File: config.mk
export PLATFORM = sky130hd
export DESIGN_NAME = pc_branch_unit
export DESIGN_NICKNAME = d
export VERILOG_FILES = /design/src/rtl/cpu_pkg.sv /design/src/rtl/branch_target_calc.sv /design/src/rtl/pc_branch_unit.sv
export SDC_FILE = /design/constraint.sdc
export NUM_CORES = 1
export LEC_CHECK = 0
export ABC_CLOCK_PERIOD_IN_PS = 3800
export CORE_UTILIZATION = 60
export CTS_CLUSTER_SIZE = 40
export DETAILED_ROUTE_END_ITERATION = 7
export DONT_BUFFER_PORTS = 1
export GPL_ROUTABILITY_DRIVEN = 1
export PLACE_DENSITY = 0.77
export SLEW_MARGIN = 0
export SYNTH_ARGS = -nofsm -noshare
export SYNTH_HDL_FRONTEND = slang
export SYNTH_SLANG_ARGS = --single-unit
export TNS_END_PERCENT = 20
File: constraint.sdc
create_clock -name clk -period 3.8 [get_ports clk]
set_clock_uncertainty 0.15 [all_clocks]
set_input_delay 0.76 -clock clk [delete_from_list [all_inputs] [get_ports clk]]
set_output_delay 0.76 -clock clk [all_outputs]
set_load 0.005 [all_outputs]
File: src/rtl/cpu_pkg.sv
// ============================================================================
//  Module      : cpu_pkg
//  Description : Shared types and constants for the 16-bit CPU pipeline.
//  Revision    : 1.0  initial release
// ============================================================================
`default_nettype none

package cpu_pkg;

    localparam int INSTR_BYTES = 2;

    typedef enum logic [1:0] {
        ST_RUN   = 2'd0,
        ST_FLUSH = 2'd1,
        ST_HALT  = 2'd2
    } pc_state_t;

    // Comparator condition codes, also decoded by the ID stage.
    typedef enum logic [1:0] {
        BR_EQ = 2'b00,
        BR_GT = 2'b01,
        BR_LT = 2'b10
    } branch_code_t;

    function automatic logic [15:0] sat_inc16(input logic [15:0] v);
        return (v == 16'hFFFF) ? v : v + 16'd1;
    endfunction

endpackage

`default_nettype wire

File: src/rtl/branch_target_calc.sv
// ============================================================================
//  Module      : branch_target_calc
//  Description : PC-relative branch target: idPC + 2 + sext(offset) * 2.
//  Revision    : 1.0  initial release
// ============================================================================
`default_nettype none

module branch_target_calc
    import cpu_pkg::*;
#(
    parameter int PC_W = 16
) (
    input  logic [PC_W-1:0] idPC,
    input  logic [7:0]      branchOffset,
    output logic [PC_W-1:0] target
);

    logic [PC_W-1:0] w_offset_bytes;

    assign w_offset_bytes = {{(PC_W-9){branchOffset[7]}}, branchOffset, 1'b0};
    assign target         = idPC + PC_W'(INSTR_BYTES) + w_offset_bytes;

endmodule

`default_nettype wire

File: src/rtl/pc_branch_unit.sv
// ============================================================================
//  Module      : pc_branch_unit
//  Description : PC owner, branch/jump redirect, counted IF/ID flush, halt.
//  Revision    : 1.0  initial release
// ============================================================================
`default_nettype none

module pc_branch_unit
    import cpu_pkg::*;
#(
    parameter int              PC_W         = 16,
    parameter logic [PC_W-1:0] RESET_PC     = '0,
    parameter int              FLUSH_CYCLES = 1
) (
    input  logic            clk,
    input  logic            rst,
    input  logic            stall,
    input  logic            branchEn,
    input  logic            branch,
    input  logic [7:0]      branchOffset,
    input  logic [PC_W-1:0] idPC,
    input  logic            jumpEn,
    input  logic [PC_W-1:0] jumpTarget,
    input  logic            halt,
    output logic [PC_W-1:0] pc,
    output logic            flushIFID,
    output logic            branchTaken,
    output logic            halted,
    output logic [15:0]     takenCount
);

    localparam logic [1:0]      c_flush_init = 2'(FLUSH_CYCLES);
    localparam logic [PC_W-1:0] c_pc_step    = PC_W'(INSTR_BYTES);

    pc_state_t       r_state, w_state_nxt;
    logic [PC_W-1:0] r_pc, w_pc_nxt;
    logic [1:0]      r_flush_cnt, w_flush_cnt_nxt;
    logic            r_flush, w_flush_nxt;
    logic            r_taken, w_taken_nxt;
    logic            r_halted, w_halted_nxt;
    logic [15:0]     r_taken_count, w_taken_count_nxt;
    logic [PC_W-1:0] w_branch_target;
    logic [PC_W-1:0] w_jump_target;
    logic            w_redirect;

    branch_target_calc #(
        .PC_W (PC_W)
    ) u_target (
        .idPC         (idPC),
        .branchOffset (branchOffset),
        .target       (w_branch_target)
    );

    assign w_jump_target = jumpTarget & ~PC_W'(1);

    always_comb begin
        w_state_nxt       = r_state;
        w_pc_nxt          = r_pc;
        w_flush_cnt_nxt   = r_flush_cnt;
        w_flush_nxt       = r_flush;
        w_taken_nxt       = 1'b0;
        w_halted_nxt      = r_halted;
        w_taken_count_nxt = r_taken_count;
        w_redirect        = 1'b0;

        if (!stall) begin
            case (r_state)
                ST_RUN: begin
                    // Halt outranks any redirect; branch outranks jump.
                    if (halt) begin
                        w_state_nxt  = ST_HALT;
                        w_halted_nxt = 1'b1;
                    end else if (branchEn && branch) begin
                        w_pc_nxt   = w_branch_target;
                        w_redirect = 1'b1;
                    end else if (jumpEn) begin
                        w_pc_nxt   = w_jump_target;
                        w_redirect = 1'b1;
                    end else begin
                        w_pc_nxt = r_pc + c_pc_step;
                    end
                end
                ST_FLUSH: begin
                    w_pc_nxt        = r_pc + c_pc_step;
                    w_flush_cnt_nxt = r_flush_cnt - 2'd1;
                    if (r_flush_cnt <= 2'd1) begin
                        w_state_nxt = ST_RUN;
                        w_flush_nxt = 1'b0;
                    end
                end
                ST_HALT: begin
                end
                default: begin
                    w_state_nxt = ST_RUN;
                end
            endcase

            if (w_redirect) begin
                w_state_nxt       = ST_FLUSH;
                w_flush_cnt_nxt   = c_flush_init;
                w_flush_nxt       = 1'b1;
                w_taken_nxt       = 1'b1;
                w_taken_count_nxt = sat_inc16(r_taken_count);
            end
        end
    end

    always_ff @(posedge clk) begin
        if (rst) begin
            r_state       <= ST_RUN;
            r_pc          <= RESET_PC;
            r_flush_cnt   <= 2'd0;
            r_flush       <= 1'b0;
            r_taken       <= 1'b0;
            r_halted      <= 1'b0;
            r_taken_count <= 16'd0;
        end else begin
            r_state       <= w_state_nxt;
            r_pc          <= w_pc_nxt;
            r_flush_cnt   <= w_flush_cnt_nxt;
            r_flush       <= w_flush_nxt;
            r_taken       <= w_taken_nxt;
            r_halted      <= w_halted_nxt;
            r_taken_count <= w_taken_count_nxt;
        end
    end

    assign pc          = r_pc;
    assign flushIFID   = r_flush;
    assign branchTaken = r_taken;
    assign halted      = r_halted;
    assign takenCount  = r_taken_count;

endmodule

`default_nettype wire
# Yosys cells after proc, flatten, opt, wreduce, memory -nomap -nowiden
# Cells that the tools add are included.
dict set report totals {
  register_bits 39
  latch_bits 0
  ramBits 0
  rom_bits 0
  in_bits 47
  out_inout_bits 35
  wordCells 53
  n_memories 0
}
dict set report op_classes {
  n_addsub 5
  multipliers 0
  div_mod_pow 0
  magnitude_cmp 1
  eq_ne 7
  shift 0
  n_mux 19
  n_bitwise 2
  reduce_logical 12
}
# operator n
set ops {}
lappend ops {{two-way mux 16 bit} 3}
lappend ops {{adder 16 x 2 -> 16 bit, second input constant} 2}
lappend ops {{case mux 16 bit (2 select lines)} 1}
lappend ops {{adder 16 x 1 -> 16 bit, second input constant} 1}
lappend ops {{adder 16 bit} 1}
lappend ops {{equality test 16 bit, second input constant} 1}
lappend ops {{AND reduction 3 bit} 4}
lappend ops {{two-way mux 2 bit} 5}
lappend ops {{two-way mux 1 bit} 9}
lappend ops {{!= test 3 bit, second input constant} 2}
lappend ops {{case mux 2 bit (3 select lines)} 1}
lappend ops {{nonzero test 2 bit} 3}
lappend ops {{!= test 2 bit, second input constant} 2}
lappend ops {{AND reduction 4 bit} 1}
lappend ops {{equality test 2 x 1 -> 1 bit, second input constant} 1}
lappend ops {{equality test 2 bit, second input constant} 1}
lappend ops {{<= comparator 2 x 1 -> 1 bit, second input constant} 1}
lappend ops {{logical NOT 2 bit} 1}
lappend ops {{inverter 1 bit} 2}
lappend ops {{AND reduction 2 bit} 1}
lappend ops {{OR reduction 2 bit} 1}
lappend ops {{subtractor 2 x 1 -> 2 bit, second input constant} 1}
lappend ops {{logical AND 1 bit} 1}

# Logic depth before layout (Yosys ltp)
dict set report logic_depth {
  ltp_word 7
  mapped_depth 10
  ltp_nobuf 10
}

# Modules after synthesis
# A second synthesis with hierarchy kept.
dict set report hier_totals {
  cells_unflattened 390
  hier_area_um2 3253.1
}
# module n_inst cells_per_inst area_each_um2 seq_area_each_um2
set modules_own_cells {}
lappend modules_own_cells {pc_branch_unit 1 281 2384.8 780.7}
lappend modules_own_cells {branch_target_calc 1 109 868.3 0.0}

# Least setup slack after synthesis
# OpenSTA, ideal clock, no wires.
dict set report synth_timing {
  path_type {input-to-reg}
  start {input branchOffset[7]}
  end {register r_pc[15], in the netlist pc[15]}
  setup_ps 117
  arrival_ps 2746
  required_time_ps 3533
  setup_slack_ps 787
  cell_stages 8
  path_buffers 1
  path_cell_list {ha_1 -> ha_1 -> clkbuf_1 -> a211o_1 -> a2111oi_0 -> o21ai_0 -> o221a_2 -> a22o_1}
}
dict set report synth_via {
  elab_chain_len 4
}
# item line
set synth_lines {}
lappend synth_lines {{start, declared} pc_branch_unit.sv:20} ;# input logic [7:0] branchOffset,
lappend synth_lines {{adder 16 bit} branch_target_calc.sv:21} ;# assign target = idPC + PC_W'(INSTR_BYTES) + w_offset_bytes;
lappend synth_lines {{two-way mux 16 bit} pc_branch_unit.sv:73} ;# end else if (branchEn && branch) begin
lappend synth_lines {{two-way mux 16 bit} pc_branch_unit.sv:70} ;# if (halt) begin
lappend synth_lines {{case mux 16 bit (2 select lines)} pc_branch_unit.sv:67} ;# case (r_state)
lappend synth_lines {{end signal, assigned} pc_branch_unit.sv:119} ;# r_pc <= w_pc_nxt;
lappend synth_lines {{end, declared} pc_branch_unit.sv:36} ;# logic [PC_W-1:0] r_pc, w_pc_nxt;
# No other way between the ends. The select of a mux whose other input is x is not followed.
# A chain may end at the register's enable or synchronous reset.

# Worst setup path in the final report
dict set report layout_timing {
  start {input branchOffset[1]}
  end {register r_pc[12], in the netlist pc[12]}
}
# The elaborated chain is that of the path after synthesis.

==> results.toml <==
[run_status]
status = "finished clean"

[logic_synthesis]
yosys-top-cells-count = "a21oi_1, dfxtp_1, nand2_1, o21ai_0, ha_1"
synth_edf_count = 0
synth_simple_gate_area_share_pct = 26.0
synth_compound_area_share_pct = 29.2
synth_top_area_share_pct = 23.7
synthAdderAreaFrac_pct = 12.0
synth.area.top_cells = "dfxtp_1, ha_1, a21oi_1, o21ai_0, nand2_1"
synth_cell_types = 61
yosysWarningCount = 0
synth_top_family_by_area = "compound AO/OA/AOI/OAI gates"
yosysSeqAreaShare_pct = 23.7
postSynthCellCount = 427
synth.area.mux_share_pct = 1.90
synth_xor_area_share_pct = 2.66
syn_nets = 505
synth_ff_type = "dfxtp_1"
async_flop_share_pct = 0
ys_ff_latch = 39
yosysMostFrequentCell = "a21oi_1"
avgSynthCellArea_um2 = 7.71
synth_area_leader_cell = "dfxtp_1"
syn_area_mm2 = 0.00329

[finish]
n_fill_cell = 493
final_cell_count_no_fill = 485
drive_gt1_share_pct = 4.10
n_antenna_cell = 0
stdcell_area_mm2 = 0.00339
syn_to_final_growth_pct = 2.96
final_nets = 493
final_util_pct = 65.1

[floorplan]
dieArea_mm2 = 0.00579
boundaryPins = 82
core_area_mm2 = 0.00520
fp.dieH_um = 76.1
die_w_um = 76.1
rows = 26
start_util_pct = 63.2

[critical_path]
critPathMaxStageDelay_ps = 450
crit_type = "input pin to flip-flop"
crit_path_frequent_cell = "ha_1"
crit_arrival_ps = 3030
critPathLaunchType = "input pin"
crit_buf_inv = 0
crit_path_end_kind = "flip-flop"
crit_required_ps = 3800
cp_cell_sequence = "ha_1 -> ha_1 -> fa_1 -> a211oi_1 -> o211ai_1 -> a41oi_1 -> xor2_1 -> a31oi_1"
worstPathMaxFanout = 4
cpMaxStageDelayCell = "a211oi_1"
path_delay_family = "compound AO/OA/AOI/OAI gates"

[timing]
setup_viol = 0
tightest_slew_ps = 750
drv_slew = 0
period_needed_ps = 3030
fin_setup_tns_ps = 0
holdWs_ps = 316
finalCritPeriodShare_pct = 79.7
fmax_mhz = 330
worst_slew_margin_rel_pct = 49.5
hold_viol = 0
rsz0062_at_grt = "false"

[cts]
cts.htree.levels = 2
path_clk_slew_ps = 80
clk_latency_ps = 280
cts_sinks = 39
cts_resized = 0
cts_root_buf = "clkbuf_8"
cts_tree = "yes"
cts_setup_buffers = 0
cts-buffers-inserted = 5
ctsHoldBuffers = 0
cts_buffer_depth = 2

[global_routing]
antenna_found_initial = 0
track_usage_pct = 28.8
grt_pass1_vias = 2977
overflow = 0
grt_pass1_wl_mm = 13.8
grt_max_degree = 41

[place]
io_buffer_count = 0
routabilityCongestion = 0.902
place_hpwl_mm = 6.07
dp.cells = 478
placed_area_mm2 = 0.00330

[job]
drv_cap = 0

[detailed_routing]
post_drt_via_cell_ratio = 6.87
routed_wl_mm = 8.34
num_vias = 3330
drc = 0
wire_per_inst_um = 17.2
postRouteAntennaNets = 0
drt_iter0_drc = 242
drt_first_pass_iters = 5

[power]
p_leak_nw = 1.23
p_per_area_mw_per_mm2 = 297
vdd_drop_max_v = 0.000226

[hold_path]
worstHoldPathType = "flip-flop to flip-flop"
sequential cells by signal (all words and copies together) (netlist names):
| name | cells |
|---|---|
| flushIFID | 1 |
| pc | 16 |
| takenCount | 16 |
| r_state | 2 |
| r_flush_cnt | 2 |
| halted | 1 |
| branchTaken | 1 |
worst reg2reg max path, cell delays in order (launching register included):
cell and delay (ps):
dfxtp_1 410, or3_1 420, nor3_1 310, nand4_1 450
nor4_1 440, mux2_2 370
metal layers:
metal  vias to the layer above  share of wire [%]  track usage [%]
li1                       1634                  -                -
met1                      1563                 48             39.2
met2                       127                 43             45.3
met3                         6                8.1             7.66
met4                         0               0.71             6.54
met5                         -                  0                0
layout make-up:
type                    instances  area, um^2  share of cell area [%]
multi-input cells             352        2360                    69.7
inverters                      15        56.3                    1.66
clock buffers                   6        82.6                    2.44
well taps                      70        87.6                    2.58
repair buffers                  2        15.0                   0.443
flip-flops and latches         39         781                    23.0
clock inverters                 1        5.00                   0.148
path summary, 6_finish.rpt:
check | start | to | slack [ps] | depth (start not counted)
setup reg to reg | r_state[1] | takenCount[13] | 1150 | 5
hold reg to reg | pc[0] | pc[0] | 320 | 2
hold / removal | pc[0] | pc[0] | 320 | 2
setup / recovery | branchOffset[1] | pc[12] | 770 | 8
layout by cell type, fill, tap and decap left out, types with 6 or more instances in the layout:
master	netlist	routed
nand2_1	33	33
a21o_1	6	6
nand4_1	12	12
or3_1	6	6
xnor2_1	8	8
a211oi_1	8	8
nand2b_1	6	6
and3_1	9	9
o31ai_1	7	7
nor2_1	26	26
nor4_1	6	6
clkbuf_8	0	6
a21oi_1	43	43
ha_1	30	30
inv_1	15	15
or4_1	9	9
nor3_1	10	10
o21ai_0	31	31
a31oi_1	9	9
nor2b_1	6	6
dfxtp_1	39	39
nand3_1	15	15
power by group:
| group | internal [mW] | switching, mW | total, mW |
|---|---|---|---|
| clock | 0.143 | 0.143 | 0.285 |
| sequential | 0.422 | 0.0233 | 0.446 |
| combinational | 0.117 | 0.158 | 0.275 |
cell families (layout without fill, tap and decap cells):
family / count (synthesis) / after routing
AOI/OAI and AO/OA: 147 / 147
DFF: 39 / 39
xor gates and xnor gates: 10 / 10
muxes: 6 / 6
and+or+nand+nor: 158 / 158
buffers and inverters: 36 / 24
adders and majority gates: 31 / 31
metrics by stage:
stage | setup WS, ps | total power [mW]
2_1_floorplan | 787 | 0.675
3_3_place_gp | 582 | 0.716
3_5_place_dp | 515 | 0.724
4_1_cts | 815 | 1.01
5_1_grt | 613 | 1.07
6_report | 771 | 1.01
(Power assumes the default switching activity.)
==> RTL edit: new RTL, config.mk and constraints unchanged <==
The 3 states of `pc_state_t` get a one-hot encoding in 3 bits.
--- a/src/rtl/cpu_pkg.sv
+++ b/src/rtl/cpu_pkg.sv
@@ -9,10 +9,10 @@
 
     localparam int INSTR_BYTES = 2;
 
-    typedef enum logic [1:0] {
-        ST_RUN   = 2'd0,
-        ST_FLUSH = 2'd1,
-        ST_HALT  = 2'd2
+    typedef enum logic [2:0] {
+        ST_RUN   = 3'b001,
+        ST_FLUSH = 3'b010,
+        ST_HALT  = 3'b100
     } pc_state_t;
 
     // Comparator condition codes, also decoded by the ID stage.
Behaviour: no difference found for any inputs over 10 cycles, from zero or initial values and one cycle with rst high; not proved beyond that.
==> RTL edit against the unedited design <==
  * Via count decreased by 6.5%
  * Routed wire length shrank 8.7%
  * Maximum frequency up 1.6%
  * Setup slack improved by 46 ps
  * Register-to-register slack got worse by 70 ps
  * Hold slack worse by 1.6 ps
  * Critical path depth increased by 1
  * Area after synthesis decreased by 5.5%
  * Clock power grew 45%
  * Sequential cell count rose by 1
  * Combinational power shrank 5%
  * Total power grew 12%
  * Design area is 2.6% lower
  * First-iteration DRC count shrank 5.4%
  * Critical path type unchanged
==> RTL edit: results (changes against the unedited design) <==
| Metric | Value |
|---|---|
| Leading area contributor after synthesis | `dfxtp_1 (unchanged)` |
| Crit path max-delay family | `compound AO/OA/AOI/OAI gates (unchanged)` |
| Initial DRT Pass Iterations | `5 (unchanged)` |
| CP startpoint | `branchOffset[1] (unchanged)` |
| Worst-path fanout max | `3 (was 4)` |
| Commonest cells in the netlist | `nand2_1, dfxtp_1, a21oi_1 (was a21oi_1, dfxtp_1, nand2_1)` |
| Reg clk slew, reported paths | `80 ps (about the same)` |
| Min-Delay Endpoint | `halted (was pc[0])` |
| Vias | `3,115 (was 3,330)` |
| Worst Hold Launch | `halted (was pc[0])` |
| Synthesized Nets | `488 (was 505)` |
| Inserted Clock Buffers | `5 (unchanged)` |
| Dpl ws | `545.6 ps (was 514.6 ps)` |
| Hold Path Depth | `2 (unchanged)` |
| Global-route wire length before repair | `12,280 um (was 13,750 um)` |
| Largest net degree at the start of global routing | `35 (was 41)` |
| Run status | `finished, final reports clean (unchanged)` |
| Highest-delay cell along the critical path | `fa_1 (was a211oi_1)` |
| Max cap viols | `0 (unchanged)` |
| Root Buffer | `clkbuf_8 (unchanged)` |
| WL final | `7611 um (was 8339 um)` |
| Worst reg2reg startpoint | `r_state[0] (was r_state[1])` |
| Clock tree buffer depth | `2 (unchanged)` |
| Static Leak | `1.225 nW (was 1.226 nW)` |
| Clock Latency Late Sink | `300 ps (was 280 ps)` |
| Peak supply drop | `0.0003537 V (was 0.0002260 V)` |
| Fill cell count | `455 (was 493)` |
| Pint | `0.0008052 W (was 0.0006818 W)` |
| FF-to-FF End | `takenCount[9] (was takenCount[13])` |
| Share of cells above drive strength 1 | `0.04668 (was 0.04096)` |
| Port Buffer Count | `0 (unchanged)` |
| Sequential cell area fraction in the yosys report | `0.2575 (was 0.2372)` |
| Top post-synthesis cells by area | `dfxtp_1, ha_1, a21oi_1, o21ai_0, nand2_1 (unchanged)` |
| Post-synthesis cell type count | `51 (was 61)` |
| Crit path DAT | `3020 ps (was 3030 ps)` |
| Vias in the first global route | `2,739 (was 2,977)` |
| Initial antenna violation count | `0 (unchanged)` |
| Worst Reg-to-Reg Cells | `5 (unchanged)` |
| R2r setup slk | `1080 ps (was 1150 ps)` |
| Total GRT Usage | `0.2905 (was 0.2875)` |
| DP HPWL | `5651 um (was 6072 um)` |
| Slew @ Worst Pin | `780.0 ps (was 750.3 ps)` |
| Placer congestion estimate | `0.9445 (was 0.9018)` |
| DRT iter0 DRCs | `229 (was 242)` |
| CP peak stage delay | `between 400 and 500 ps` |
## RTL edit: changes by cell type in the layout (fill, tap and decap cells not counted), sizes merged, moves of 6 or more
cell	change
o21ai	+6
nor3	+8
nand2	+9
nand4	-6
o31ai	-6
nor2	+9
or4	-8
nor2b	-6
## RTL edit: cell families after synthesis
family / share of synthesized area
DFF: 0.2575
muxes: 0.009658
adders and majority gates: 0.1272
xor gates and xnor gates: 0.05634
buffers and inverters: 0.03581
and+or+nand+nor: 0.2419
AOI/OAI and AO/OA: 0.2716
## RTL edit: area by class of cell
| class | instances | area [um^2] | area share |
|---|---|---|---|
| clock buffers | 5 | 68.82 | 0.02085 |
| clock inverters | 2 | 60.06 | 0.01820 |
| inverters | 14 | 52.55 | 0.01592 |
| multi-input cells | 341 | 2197 | 0.6657 |
| flip-flops and latches | 40 | 800.8 | 0.2426 |
| well taps | 67 | 83.83 | 0.02540 |
| repair buffers | 5 | 37.54 | 0.01137 |
## RTL edit: worst max-delay path by stage
stage | to | slack, ps
finish | pc[12] | 820
global route | pc[14] | 690
global placement | pc[12] | 620
detailed placement | pc[12] | 550
floorplan | pc[12] | 820
CTS | pc[12] | 830
## RTL edit: worst register-to-register path, cell delays in order (launching register included)
cell	delay [ps]
dfxtp_1	440
or3b_1	430
or4_1	670
a2111o_4	460
or3_1	360
a21oi_1	140
## RTL edit: metal layers
metal	GRT usage	wire, um	share of wire
met1	0.3856	3451	0.45
met2	0.4576	3343	0.44
met3	0.09214	722	0.095
met4	0.07479	94	0.012
met5	0	0	0
## RTL edit: stage by stage
stage	std cells	cell area, um^2	hold WS (ps)	util
after floorplan	410	3109	292.1	-
after global placement	467	3172	298.4	0.6542
after detailed placement	467	3172	306.7	0.6542
after CTS	474	3301	318.2	0.6808
after global routing	474	3301	339.4	0.6808
final	474	3301	314.5	0.6808
## RTL edit: power by group through the flow
stage	clock network [W]	logic (W)	registers, W
after global routing	0.000438	0.000292	0.000459
after detailed placement	0	0.000257	0.000466
after CTS	0.000415	0.000259	0.000456
after global placement	0	0.000250	0.000465
after floorplan	0	0.000217	0.000459
final	0.000413	0.000261	0.000456
